**config.mk**
```make
export PLATFORM = sky130hd
export DESIGN_NAME = ext_bus_ctrl
export DESIGN_NICKNAME = d
export VERILOG_FILES = /design/src/rtl/ext_bus_ctrl.sv
export SDC_FILE = /design/constraint.sdc
export NUM_CORES = 1
export LEC_CHECK = 0
export ABC_AREA = 1
export BUFFER_PORTS_ARGS = -buffer_cell sky130_fd_sc_hd__buf_2
export CELL_PAD_IN_SITES_DETAIL_PLACEMENT = 1
export CELL_PAD_IN_SITES_GLOBAL_PLACEMENT = 1
export CORE_UTILIZATION = 30
export CTS_BUF_LIST = sky130_fd_sc_hd__clkbuf_4 sky130_fd_sc_hd__clkbuf_8
export DETAILED_ROUTE_END_ITERATION = 8
export PLACE_DENSITY_LB_ADDON = 0.08
export RECOVER_POWER = 25
export SYNTH_ARGS = -nofsm -noshare
export SYNTH_HDL_FRONTEND = slang
export SYNTH_SLANG_ARGS = --single-unit
```
**constraint.sdc**
```tcl
create_clock -name clk -period 1.43 [get_ports clk]
set_clock_uncertainty 0.15 [all_clocks]
set_input_delay 0.143 -clock clk [delete_from_list [all_inputs] [get_ports clk]]
set_output_delay 0.143 -clock clk [all_outputs]
set_load 0.1 [all_outputs]
```
**src/rtl/ext_bus_ctrl.sv**
```systemverilog
// ext_bus_ctrl
// Clocked external-bus controller. Arbitrates CPU and DMA requests (DMA wins
// when both are pending in IDLE) and runs each access as a sequenced bus
// cycle: address setup, strobe with programmable wait states, hold.
//
// Ports
//   clk, reset            system clock; asynchronous active-high reset
//   cpu_req/we/addr/wdata CPU request (level, held until cpu_ack)
//   cpu_rdata, cpu_ack    registered CPU read data; one-cycle completion pulse
//   dma_req/addr          DMA read request (level, held until dma_ack)
//   dma_rdata, dma_ack    registered DMA read data; one-cycle completion pulse
//   dma_gnt               high while a DMA cycle owns the bus
//   cfg_ws                wait states, sampled when a request is accepted
//   ext_a, ext_d_out/oe   external address pins, data out and its enable
//   ext_d_in              external data in
//   ext_nrd/nwr/ncs       active-low read strobe, write strobe, chip select
module ext_bus_ctrl #(
  parameter int unsigned    AW     = 16,
  parameter int unsigned    DW     = 8,
  parameter int unsigned    WSW    = 2,
  parameter logic [AW-1:0]  CS_LO  = 16'hA000,
  parameter logic [AW-1:0]  CS_HI  = 16'hFDFF,
  parameter logic [AW-1:0]  A_IDLE = 16'h0000
) (
  input  logic           clk,
  input  logic           reset,
  input  logic           cpu_req,
  input  logic           cpu_we,
  input  logic [AW-1:0]  cpu_addr,
  input  logic [DW-1:0]  cpu_wdata,
  output logic [DW-1:0]  cpu_rdata,
  output logic           cpu_ack,
  input  logic           dma_req,
  input  logic [AW-1:0]  dma_addr,
  output logic [DW-1:0]  dma_rdata,
  output logic           dma_ack,
  output logic           dma_gnt,
  input  logic [WSW-1:0] cfg_ws,
  output logic [AW-1:0]  ext_a,
  output logic [DW-1:0]  ext_d_out,
  output logic           ext_d_oe,
  input  logic [DW-1:0]  ext_d_in,
  output logic           ext_nrd,
  output logic           ext_nwr,
  output logic           ext_ncs
);

  typedef enum logic [1:0] {IDLE, SETUP, STROBE, HOLD} state_e;

  state_e         state_q, state_d;
  logic [AW-1:0]  addr_q, addr_d;
  logic [DW-1:0]  wdata_q, wdata_d;
  logic [WSW-1:0] wc_q, wc_d;
  logic           dma_own_q, dma_own_d;   // 1: current cycle belongs to DMA
  logic           we_q, we_d;
  logic [DW-1:0]  cpu_rdata_q, cpu_rdata_d;
  logic [DW-1:0]  dma_rdata_q, dma_rdata_d;

  logic active;
  logic in_win;

  // NOTE: sequential state uses non-blocking assignments so every register
  // samples the pre-edge values, regardless of statement order.
  always_ff @(posedge clk or posedge reset) begin
    if (reset) begin
      state_q     <= IDLE;
      addr_q      <= A_IDLE;
      wdata_q     <= '0;
      wc_q        <= '0;
      dma_own_q   <= 1'b0;
      we_q        <= 1'b0;
      cpu_rdata_q <= '0;
      dma_rdata_q <= '0;
    end else begin
      state_q     <= state_d;
      addr_q      <= addr_d;
      wdata_q     <= wdata_d;
      wc_q        <= wc_d;
      dma_own_q   <= dma_own_d;
      we_q        <= we_d;
      cpu_rdata_q <= cpu_rdata_d;
      dma_rdata_q <= dma_rdata_d;
    end
  end

  // Window compare on the latched address; CS_LO > CS_HI can never match.
  assign active = (state_q != IDLE);
  assign in_win = (addr_q >= CS_LO) && (addr_q <= CS_HI);

  always_comb begin
    // NOTE: every variable gets a default first so no path leaves one
    // unassigned, which would infer a latch.
    state_d     = state_q;
    addr_d      = addr_q;
    wdata_d     = wdata_q;
    wc_d        = wc_q;
    dma_own_d   = dma_own_q;
    we_d        = we_q;
    cpu_rdata_d = cpu_rdata_q;
    dma_rdata_d = dma_rdata_q;

    ext_nrd = 1'b1;
    ext_nwr = 1'b1;
    cpu_ack = 1'b0;
    dma_ack = 1'b0;

    unique case (state_q)
      IDLE: begin
        if (dma_req) begin
          addr_d    = dma_addr;
          wdata_d   = cpu_wdata;
          wc_d      = cfg_ws;
          dma_own_d = 1'b1;
          we_d      = 1'b0;
          state_d   = SETUP;
        end else if (cpu_req) begin
          addr_d    = cpu_addr;
          wdata_d   = cpu_wdata;
          wc_d      = cfg_ws;
          dma_own_d = 1'b0;
          we_d      = cpu_we;
          state_d   = SETUP;
        end
      end
      SETUP: begin
        ext_nrd = we_q;
        state_d = STROBE;
      end
      STROBE: begin
        ext_nrd = we_q;
        ext_nwr = ~we_q;
        if (wc_q == '0) begin
          state_d = HOLD;
          // Read data is sampled on the edge that ends the strobe.
          if (!we_q) begin
            if (dma_own_q) dma_rdata_d = ext_d_in;
            else           cpu_rdata_d = ext_d_in;
          end
        end else begin
          wc_d = wc_q - WSW'(1);
        end
      end
      HOLD: begin
        cpu_ack = ~dma_own_q;
        dma_ack = dma_own_q;
        state_d = IDLE;
      end
      default: state_d = IDLE;
    endcase
  end

  assign ext_a     = addr_q;
  assign ext_d_out = wdata_q;
  assign ext_d_oe  = active & we_q;
  assign ext_ncs   = ~(active & in_win);
  assign dma_gnt   = active & dma_own_q;
  assign cpu_rdata = cpu_rdata_q;
  assign dma_rdata = dma_rdata_q;

endmodule

```
---- After elaboration in Yosys (flattened, before gate mapping) ----
Index checks and enable logic that the tools add are counted.
storage, ports and cells
  bits in registers ....................... 46
  bits in latches ......................... 0
  memory bits (writable) .................. 0
  ROM bits ................................ 0
  input bits .............................. 55
  word-level logic and storage cells ...... 55
  memories kept ........................... 0
cells by class
  add/subtract/negate cells ............... 1
  multiply operators ...................... 0
  div/mod/pow operators ................... 0
  $lt $le $gt $ge ......................... 2
  eq/ne operators ......................... 6
  shifts and indexed selects .............. 0
  muxes and demuxes ....................... 20
  bitwise gates (word level) .............. 6
  reduce and logical (&&, ||, !) cells .... 12
operators with widths
  cell                                                                count
  16-bit 2-to-1 mux                                                   2
  16-bit greater-or-equal comparator, second input constant           1
  16-bit less-or-equal comparator, second input constant              1
  8-bit 2-to-1 mux                                                    2
  2-bit 2-to-1 mux                                                    6
  1-bit 2-to-1 mux                                                    8
  2-bit one-hot mux with 4 select lines                               1
  4-bit AND reduction                                                 2
  2-bit nonzero test                                                  3
  2-bit == test, second input constant                                2
  2-bit logical NOT                                                   2
  2-bit != test, second input constant                                2
  2-bit one-hot mux with 2 select lines                               1
  2-bit AND reduction                                                 2
  1-bit AND                                                           3
  3-bit != test, second input constant                                1
  1-bit NOT                                                           3
  3-bit AND reduction                                                 1
  2-bit by 1-bit == test with 1-bit output, second input constant     1
  2-bit OR reduction                                                  1
  2-bit by 1-bit subtractor with 2-bit output, second input constant  1
  1-bit logical AND                                                   1

---- Longest topological paths before layout ----
  word-level depth ........................ 4
  mapped depth ............................ 8
  depth with buffers taken out ............ 8

---- Least setup slack after synthesis ----
Ideal clock, no wire load.
  path kind ............................... register to output
  from .................................... register addr_q[13] (netlist: ext_a[13])
  to ...................................... output ext_ncs
  data arrival time ....................... 3.245 ns
  slack ................................... -2.108 ns
  cell stages (with the launch flop) ...... 3
  path through ............................ dfrtp_1 nand4_1 o21ai_0
between the ends
  word-level cells in the longest chain between the ends .. 4
  elaborated cells between the ends (all ways) .. 5
  those cells by class .................... 2 x order compare; 2 x bitwise; 1 x reduce/logical
ends and longest elaborated chain
  what                                                                                          line  RTL
  from (decl)                                                                                   51    logic [AW-1:0] addr_q, addr_d;
  from (signal assigned)                                                                        76    addr_q <= addr_d;
  16-bit greater-or-equal comparator / 16-bit less-or-equal comparator (equally long branches)  88    assign in_win = (addr_q >= CS_LO) && (addr_q <= CS_HI);
  1-bit logical AND (*)                                                                         88
  1-bit AND (*)                                                                                 155   assign ext_ncs = ~(active & in_win);
  1-bit NOT (*)                                                                                 155
  to (decl)                                                                                     45    output logic ext_ncs
Every way passes the cells marked *; elsewhere a longest branch is shown, timed or not.

---- Worst setup path after layout ----
  from .................................... register state_q[1]
  to ...................................... output ext_ncs
between the ends
  word-level cells in the longest chain between the ends .. 3
ends and longest elaborated chain
  what                    line  RTL
  from (decl)             50    state_e state_q, state_d;
  from (signal assigned)  75    state_q <= state_d;
  2-bit nonzero test      87    assign active = (state_q != IDLE);
  1-bit AND               155
  1-bit NOT               155
Every way passes these cells.

==> results.yml <==
synthesis:
  syn-cell-area_um2: 2220
  yosys_warnings: 0
  async_flop_share_pct: 100
  synth_cells: 282
  synth-seq-area-share_pct: 51.9
  ys_types: 18
  synth-edff-count: 0
  avgSynthCellArea_um2: 7.87
  synthFlopType: "dfrtp_1"
  yosys_register_bits: 46
  mappedNetlistNets: 341
clock_network:
  cts-root-buf: "clkbuf_8"
  clock_path_buffers: 2
  clock_latency_ns: 0.30
  worst_setup_hold_path_clk_slew_ns: 0.09
  htreeDepth: 2
  cts_made_buffers: 5
  cts_tree: "built"
  numClockSinks: 46
worst_setup_path:
  crit_path_top_delay_cell: "dfrtp_1"
  critPathTopFamily: "flip-flops"
  reg2regPathDepth: 8
  critPathMaxFanout: 3
  crit_arrival_ns: 1.38
  r2r-start: "state_q[0]"
  required_ns: 1.14
  r2r-end: "ext_d_out[6]"
  end_kind: "output port"
  startpoint_type: "flip-flop"
  path_buf_inv: 3
  rrSetupSlack_ns: -0.15
  cpPeakStageDelay_ns: 0.40
  crit_chain: "inv_2 -> ha_4 -> inv_2 -> nand2_2 -> nor2_4 -> o21ai_4 -> buf_12"
  criticalPathCategory: "flip-flop to output port"
  crit_top_cell: "inv_2"
route:
  wl_um: 7710
  firstDrtPassIters: 4
  highest_layer: "met4"
  drcViolationCount: 0
  via_per_inst: 4.34
  drt-initial-drc-count: 35
  post_drt_wl_per_cell_um: 14.1
  wl_met2_um: 4210
  met1_length_um: 3000
  wl_met3_um: 392
  vias: 2380
  antenna_left: 0
die:
  fp.dieW_um: 88.0
  rows: 30
  die_h_um: 88.0
  top_level_ports: 102
  coreArea_um2: 6980
  dieArea_um2: 7750
  start_util_pct: 31.8
timing:
  period_needed_ns: 1.67
  finalSetupViolCount: 51
  min_period_over_period_pct: 117
  report.final.slew_viol_count: 0
  rsz0062_at_grt: "true"
  worst_pin_slew_ns: 0.498
  slew_headroom_pct: 67.0
  fmax_ghz: 0.599
  setup_ws_ns: -0.240
  hold_viol_final: 0
placement:
  dp_slack_ns: -0.0518
  gp_congestion: 0.763
  numPortBuffers: 101
  post-dp-hpwl_um: 4550
grt:
  grt_pass1_vias: 2378
  grt_pass1_wl_um: 11100
  grt_max_degree: 26
  track_usage_pct: 18.8
  grt_overflow: 0
  grt_antenna_before_repair: 0
min_path:
  hold_path_depth: 5
  worstHoldPathType: "input port to flip-flop"
  min_from: "dma_addr[1]"
  holdPathEnd: "ext_a[1]"
cells_and_area:
  fin_util_pct: 59.1
  antenna_cells: 0
  layout_common_cells: "nand2_1 (124), buf_2 (79), dlygate4sd3_1 (43)"
  final_common_cell: "nand2_1"
  nNetsFinal: 510
  drive_above_1_share_pct: 46.9
  fill_cells: 830
  layout.area.seq_um2: 1170
  multi_input_area_um2: 1150
  area_growth_pct: 85.9
status:
  status: "finished, violations left"
  violations: "setup timing"
job:
  cap_violations: 0
-- final cells by class --
| cell class | instances | area share (%) |
|---|---|---|
| Timing Repair Buffer | 170 | 35.0 |
| Sequential cell | 46 | 28.5 |
| Multi-Input combinational cell | 203 | 27.8 |
| Clock inverter | 3 | 1.09 |
| Timing Repair inverter | 2 | 0.485 |
| Inverter | 23 | 2.61 |
| Clock buffer | 5 | 1.67 |
| Tap cell | 96 | 2.91 |
-- registers in the layout (all words and copies together), names as in the netlist --
signal	flops
ext_a	16
cpu_rdata	8
dma_rdata	8
ext_d_out	8
state_q	2
wc_q	2
dma_own_q	1
we_q	1
-- cell families after synthesis --
group,after synthesis,synth area share [%]
flip-flops,46,51.9
AND/OR/NAND/NOR,179,31.6
AO/OA/AOI/OAI,20,6.37
buffers and inverters,33,7.95
adder cells (fa/ha/maj),4,2.25
-- worst reg2reg max path, cell delays in order (launching register included) --
cell	delay (ns)
dfrtp_1	0.40
inv_2	0.10
ha_4	0.16
buf_4	0.12
o21ai_4	0.13
buf_12	0.18
buf_4	0.13
nand2_1	0.06
nand2_1	0.05
-- per-stage QoR --
stage	hold slack, ns	TNS [ns]	area (µm²)	cells
floorplan	0.0969	-1.14	2300	282
global placement	-0.0677	-0.0351	3170	482
detailed placement	-0.0757	-0.312	3170	482
CTS	0.000445	-2.31	3800	536
global route	0.0244	-7.99	4130	548
finish	0.00792	-4.50	4130	548
-- cells in the mapped netlist, types with 2 or more instances --
master / instances / area (µm²)
nand2_1: 161 / 604
dfrtp_1: 46 / 1150
inv_1: 20 / 75.1
o21ai_1: 9 / 45.0
o21ai_2: 8 / 70.1
nor2_1: 7 / 26.3
buf_6: 6 / 67.6
buf_2: 4 / 20.0
ha_1: 4 / 50.1
nand3_1: 4 / 20.0
nand2_2: 3 / 18.8
inv_2: 2 / 7.51
nand4_1: 2 / 12.5
o21ai_0: 2 / 10.0
-- worst max-delay path by stage --
| stage | from | endpoint | slack, ns | depth (start not counted) |
|---|---|---|---|---|
| 4_1_cts | state_q[1] | dma_ack | -0.27 | 5 |
| 3_5_place_dp | state_q[0] | state_q[0] | -0.05 | 7 |
| 2_1_floorplan | ext_a[10] | ext_ncs | -0.27 | 2 |
| 6_report | state_q[1] | ext_ncs | -0.24 | 7 |
| 3_3_place_gp | state_q[0] | ext_ncs | -0.007 | 7 |
| 5_1_grt | state_q[0] | ext_ncs | -0.31 | 7 |
-- what timing repair did --
item | 4_1_cts | 5_1_grt
setup buffers | 3 | 8
gates resized for setup | 20 | 70
hold buffers | 43 | 0
cloned | 0 | 4
endpoints found under the setup margin | 42 | 56
pin swaps | 3 | 15
endpoints found under the hold margin | 85 | 0
-- metal layers --
layer,vias up,track usage (%)
met5,-,0
met4,0,5.28
met3,8,4.90
met2,67,34.3
met1,1111,21.6
li1,1194,-
Power is left out: the tool's default activity adds up to more than one toggle a clock period on the data nets, which glitch-free logic cannot reach.
